## src/rtl/lenet_pkg.sv

```systemverilog
// Shared LeNet-5 front-end constants and the window element indexing helper.
package lenet_pkg;

  localparam int IMG_W  = 32;
  localparam int IMG_H  = 32;
  localparam int CONV_K = 5;
  localparam int PIX_W  = 8;

  // Width of the row/column position counters (covers 0..31).
  localparam int CNT_W  = 5;

  // Bit offset of window element (r,c) inside a flattened KxK window.
  function automatic int win_idx(input int r, input int c);
    return (r * CONV_K + c) * PIX_W;
  endfunction

endpackage

```

## src/rtl/window5x5_s8_linebuf.sv

```systemverilog
// One line of pixel storage: synchronous write, asynchronous read, so a read
// and a write to the same address in one cycle return the old contents.
module linebuf_s8
  import lenet_pkg::*;
#(
  parameter int W  = IMG_W,
  parameter int DW = PIX_W
) (
  input  logic                 clk_in_100,
  input  logic                 wr_en,
  input  logic [$clog2(W)-1:0] addr,
  input  logic [DW-1:0]        wr_data,
  output logic [DW-1:0]        rd_data
);

  logic [DW-1:0] mem_q [W];

  assign rd_data = mem_q[addr];

  // Store the incoming pixel at the current column.
  // NOTE: storage arrays carry no reset; clearing them would force flops instead
  // of RAM, and stale contents are never emitted because of the row gate.
  always_ff @(posedge clk_in_100) begin
    if (wr_en) begin
      mem_q[addr] <= wr_data;
    end
  end

endmodule

```

## src/rtl/window5x5_s8.sv

```systemverilog
// 5x5 sliding-window generator for the padded 32x32 s8 stream feeding conv1.
// Four chained line buffers supply the upper rows of each new window column,
// the live pixel supplies the bottom row; all outputs are registered.
module window5x5_s8
  import lenet_pkg::*;
#(
  parameter int W  = IMG_W,
  parameter int H  = IMG_H,
  parameter int K  = CONV_K,
  parameter int DW = PIX_W
) (
  input  logic              clk_in_100,
  input  logic              arst_n,
  input  logic              in_valid,
  input  logic [DW-1:0]     in_pixel,
  input  logic              in_line_last,
  input  logic              in_frame_last,
  output logic              out_valid,
  output logic [K*K*DW-1:0] out_window,
  output logic [4:0]        out_row,
  output logic [4:0]        out_col,
  output logic              out_frame_last,
  output logic              err_sync
);

  logic [CNT_W-1:0] col_q, col_d, row_q, row_d;
  logic             at_w_end, at_h_end, err;
  logic             emit;

  logic [DW-1:0]    lb_rd [K-1];
  logic [DW-1:0]    lb_wd [K-1];
  logic [DW-1:0]    new_col [K];
  logic [DW-1:0]    win_q [K][K];
  logic [DW-1:0]    win_d [K][K];

  logic              out_valid_q, out_valid_d;
  logic [K*K*DW-1:0] out_window_q, out_window_d;
  logic [4:0]        out_row_q, out_row_d, out_col_q, out_col_d;
  logic              out_frame_last_q, out_frame_last_d;
  logic              err_sync_q, err_sync_d;

  // Line buffer chain: lb0 takes the live pixel, lb(i) takes lb(i-1)'s old value.
  for (genvar i = 0; i < K - 1; i++) begin : g_lb
    if (i == 0) begin : g_head
      assign lb_wd[i] = in_pixel;
    end else begin : g_tail
      assign lb_wd[i] = lb_rd[i-1];
    end
    linebuf_s8 #(.W(W), .DW(DW)) u_lb (
      .clk_in_100 (clk_in_100),
      .wr_en      (in_valid),
      .addr       (col_q),
      .wr_data    (lb_wd[i]),
      .rd_data    (lb_rd[i])
    );
  end

  // New window column, top (oldest line) to bottom (live pixel).
  always_comb begin
    for (int r = 0; r < K - 1; r++) begin
      new_col[r] = lb_rd[K-2-r];
    end
    new_col[K-1] = in_pixel;
  end

  assign at_w_end = (col_q == CNT_W'(W - 1));
  assign at_h_end = (row_q == CNT_W'(H - 1));
  assign emit     = in_valid && (row_q >= CNT_W'(K - 1)) && (col_q >= CNT_W'(K - 1));

  // Position counters and framing checks; frame_last outranks line_last.
  always_comb begin
    // NOTE: every combinational output gets a default first so no path leaves
    // it unassigned, which would otherwise infer a latch.
    col_d = col_q;
    row_d = row_q;
    err   = 1'b0;
    if (in_valid) begin
      if (in_frame_last) begin
        err   = !(at_w_end && at_h_end);
        col_d = '0;
        row_d = '0;
      end else if (in_line_last) begin
        err   = !at_w_end;
        col_d = '0;
        row_d = row_q + CNT_W'(1);
      end else if (at_w_end) begin
        err   = 1'b1;
        col_d = '0;
      end else begin
        col_d = col_q + CNT_W'(1);
      end
    end
  end

  // Shift the window left one column and insert the new column at the right.
  always_comb begin
    win_d = win_q;
    if (in_valid) begin
      for (int r = 0; r < K; r++) begin
        for (int c = 0; c < K - 1; c++) begin
          win_d[r][c] = win_q[r][c+1];
        end
        win_d[r][K-1] = new_col[r];
      end
    end
  end

  // Output registers: window and position hold their value between strobes.
  always_comb begin
    out_valid_d      = emit;
    out_frame_last_d = emit && in_frame_last && at_w_end && at_h_end;
    err_sync_d       = err;
    out_window_d     = out_window_q;
    out_row_d        = out_row_q;
    out_col_d        = out_col_q;
    if (emit) begin
      for (int r = 0; r < K; r++) begin
        for (int c = 0; c < K; c++) begin
          out_window_d[win_idx(r, c) +: DW] = win_d[r][c];
        end
      end
      out_row_d = row_q - CNT_W'(K - 1);
      out_col_d = col_q - CNT_W'(K - 1);
    end
  end

  // All state registers, cleared asynchronously.
  // NOTE: sequential state uses non-blocking assignments so every flop samples
  // the pre-edge values regardless of statement order.
  always_ff @(posedge clk_in_100 or negedge arst_n) begin
    if (!arst_n) begin
      col_q            <= '0;
      row_q            <= '0;
      win_q            <= '{default: '0};
      out_valid_q      <= 1'b0;
      out_window_q     <= '0;
      out_row_q        <= '0;
      out_col_q        <= '0;
      out_frame_last_q <= 1'b0;
      err_sync_q       <= 1'b0;
    end else begin
      col_q            <= col_d;
      row_q            <= row_d;
      win_q            <= win_d;
      out_valid_q      <= out_valid_d;
      out_window_q     <= out_window_d;
      out_row_q        <= out_row_d;
      out_col_q        <= out_col_d;
      out_frame_last_q <= out_frame_last_d;
      err_sync_q       <= err_sync_d;
    end
  end

  assign out_valid      = out_valid_q;
  assign out_window     = out_window_q;
  assign out_row        = out_row_q;
  assign out_col        = out_col_q;
  assign out_frame_last = out_frame_last_q;
  assign err_sync       = err_sync_q;

endmodule

```

## config.mk

```make
export PLATFORM = sky130hd
export DESIGN_NAME = window5x5_s8
export DESIGN_NICKNAME = d
export VERILOG_FILES = /design/src/rtl/lenet_pkg.sv /design/src/rtl/window5x5_s8_linebuf.sv /design/src/rtl/window5x5_s8.sv
export SDC_FILE = /design/constraint.sdc
export NUM_CORES = 1
export LEC_CHECK = 0
export CORE_UTILIZATION = 50
export DETAILED_ROUTE_END_ITERATION = 12
export PLACE_DENSITY = 0.76
export SYNTH_ARGS = -nofsm -noshare
export SYNTH_HDL_FRONTEND = slang
export SYNTH_HIERARCHICAL = 1
export SYNTH_SLANG_ARGS = --single-unit
```

## constraint.sdc

```tcl
create_clock -name clk_in_100 -period 3.96 [get_ports clk_in_100]
set_input_delay 0.99 -clock clk_in_100 [delete_from_list [all_inputs] [get_ports clk_in_100]]
set_output_delay 0.99 -clock clk_in_100 [all_outputs]
set_load 0.02 [all_outputs]
```

==> results.json <==
{
  "synth_area_um2": 54800,
  "hp-class": "primary input to async pin",
  "post-cts-setup-buffers": 0,
  "worst_setup_path_start_kind": "register",
  "wl_per_cell_um": 24.1,
  "synth_cells": 3139,
  "yosysTopAreaCell": "edfxtp_1",
  "setup_violations": 0,
  "cp_max_fo": 65,
  "synthArstFlopShare_pct": 27.2,
  "synthFlopType": "edfxtp_1",
  "hpwl_um": 74300,
  "peakVddDrop_uv": 442,
  "worstPathRequired_ns": 4.58,
  "cts.htree.levels": 4,
  "worstRegToRegCells": 7,
  "clockBufferDepth": 3,
  "cts_buffers": 139,
  "drv_slew": 0,
  "period_share_pct": 83.3,
  "cts_hold_buf": 0,
  "die_w_um": 333,
  "grt_pass1_vias": 29190,
  "power.leakage_nw": 22.0,
  "ant_nets": 0,
  "design.die.area_um2": 111000,
  "synth-xor-area-share_pct": 0.0319,
  "endpoint_kind": "register",
  "grtUsageTotal_pct": 21.3,
  "firstDrtPassIters": 6,
  "yosysUniqueCellTypes": 45,
  "relSlewSlack_pct": 14.6,
  "antenna_found_initial": 2,
  "grt_max_degree": 98,
  "yosysWarnings": 6,
  "status": "complete, no violations",
  "place_area_um2": 58800,
  "final_cells": 4954,
  "criticalPathCategory": "register to register",
  "drive_gt1_share_pct": 20.0,
  "cts_tree": "done",
  "synth_top_family_by_area": "multiplexers",
  "crit_arrival_ns": 3.92,
  "rsz0062_at_grt": "false",
  "tightest_slew_ns": 1.28,
  "synthesis.nets": 3164,
  "hold_viol": 0,
  "io_pins": 226,
  "fin_hold_ws_ns": 0.252,
  "drt_iter0_markers": 3072,
  "final.setup.worst_slack_ns": 0.662,
  "ys_ff_latch": 1407,
  "clkSlewWorstSetupHoldPaths_ns": 0.06,
  "seq_area_frac_synth_pct": 73.5,
  "route.vias.total": 29227,
  "synth_top_cell_area_share_pct": 56.1,
  "final_core_utilization_pct": 58.1,
  "drv_cap": 0,
  "design_area_um2": 63300,
  "rows": 121,
  "max_freq_mhz": 303,
  "gp_congestion": 0.866,
  "r2r-start": "col_q[1]",
  "area_growth_pct": 15.3,
  "dp_cells": 4701,
  "synth-edff-count": 1024,
  "core_um2": 109000,
  "viasPerCell": 5.90,
  "cts-root-buf": "clkbuf_16",
  "drc": 0,
  "port-buffer-count": 225,
  "synth_commonest_cells": "edfxtp_1 (1024), mux2i_1 (515), dfrtp_1 (383)",
  "grt_pass1_wl_um": 180000,
  "grt_overflow": 0,
  "tns_ns": 0,
  "syn_area_per_cell_um2": 17.5,
  "pre_cts_slack_ns": 0.755,
  "post_cts_resized": 0,
  "synth-adder-area-share_pct": 0.274,
  "num_antenna_cells": 0,
  "synthSimpleGateAreaFrac_pct": 3.80,
  "cts_sinks": 1407,
  "chipHeight_um": 333,
  "synth.area.mux_share_pct": 17.0,
  "post-route-min-period_ns": 3.30,
  "synth-compound-area-share_pct": 3.20,
  "fin_skew_ns": 0.0370,
  "insertion_delay_ns": 0.75,
  "initial_core_util_pct": 50.4,
  "drt-total-wl_um": 119000,
  "cp-startpoint": "col_q[1]",
  "yosysMostFrequentCell": "edfxtp_1",
  "nets": 3453,
  "synthTopCellsByArea": "edfxtp_1 (56%), dfrtp_1 (17%), mux2i_1 (9.4%)",
  "total_power_mw": 32.1,
  "power_density_nw_per_um2": 508
}
==> critical path, stage by stage (launching register included) <==
cell and delay, ns:
dfrtp_4 0.72, buf_12 0.40, mux2i_1 0.32, o22ai_1 0.16, nor4_1 0.61, nand2_1 0.21, buf_4 0.30, mux2_2 0.31
==> cell usage in the layout, fill, tap and decap left out, drive strengths merged, types with 18 or more instances in the layout <==
master,n
buf,114
clkbuf,181
clkdlybuf4s50,223
clkinv,49
dfrtp,383
edfxtp,1024
inv,20
mux2,370
mux2i,515
nand2,43
nand4bb,20
nor2,117
nor3,18
nor4,64
o22ai,257
==> layer usage <==
metal | GRT usage (%) | wire length [um] | vias to the layer above
met4 | 6.29 | 2690 | 0
met3 | 4.19 | 9500 | 191
met5 | 0 | 0 | -
met2 | 35.1 | 58800 | 1220
li1 | - | - | 12877
met1 | 28.8 | 48200 | 14939
==> final timing paths <==
check                                  end  slack [ns]
setup / recovery                 win_q[45]        0.66
hold / removal             out_window[153]        0.25
setup reg to reg                 win_q[45]        0.66
hold reg to reg              out_window[9]        0.50
max in group asynchronous   out_window[28]        2.74
min in group clk_in_100      out_window[9]        0.50
==> registers in the layout (all words and copies together), names as in the netlist <==
signal and flops:
col_q 5, out_col 5, out_row 5, row_q 5, win_q 160, out_valid 1, out_window 200, err_sync 1
out_frame_last 1, g_lb.u_lb/mem_q 1024
==> cell type report <==
cell class | instances | area [um^2]
inverters | 13 | 48.8
clock inverters | 72 | 698
clock buffers | 181 | 3760
multi-input cells | 1530 | 13300
repair buffers | 337 | 3290
fillers | 7921 | 45600
flip-flops and latches | 1407 | 40300
well taps | 1414 | 1770
==> kinds of logic after synthesis <==
| family | after synthesis |
|---|---|
| simple gates | 357 |
| buf+inv | 202 |
| mux | 885 |
| flops | 1407 |
| xor+xnor | 2 |
| fa+ha+maj | 12 |
| compound gates | 274 |
==> where the power goes <==
group	leakage, nW	internal, mW	switching [mW]
Sequential	14.2	16.8	0.409
Clock	2.16	7.29	5.52
Combinational	5.58	0.830	1.32
Total	22.0	24.9	7.25
No activity file was read; power rests on OpenSTA's default activity.
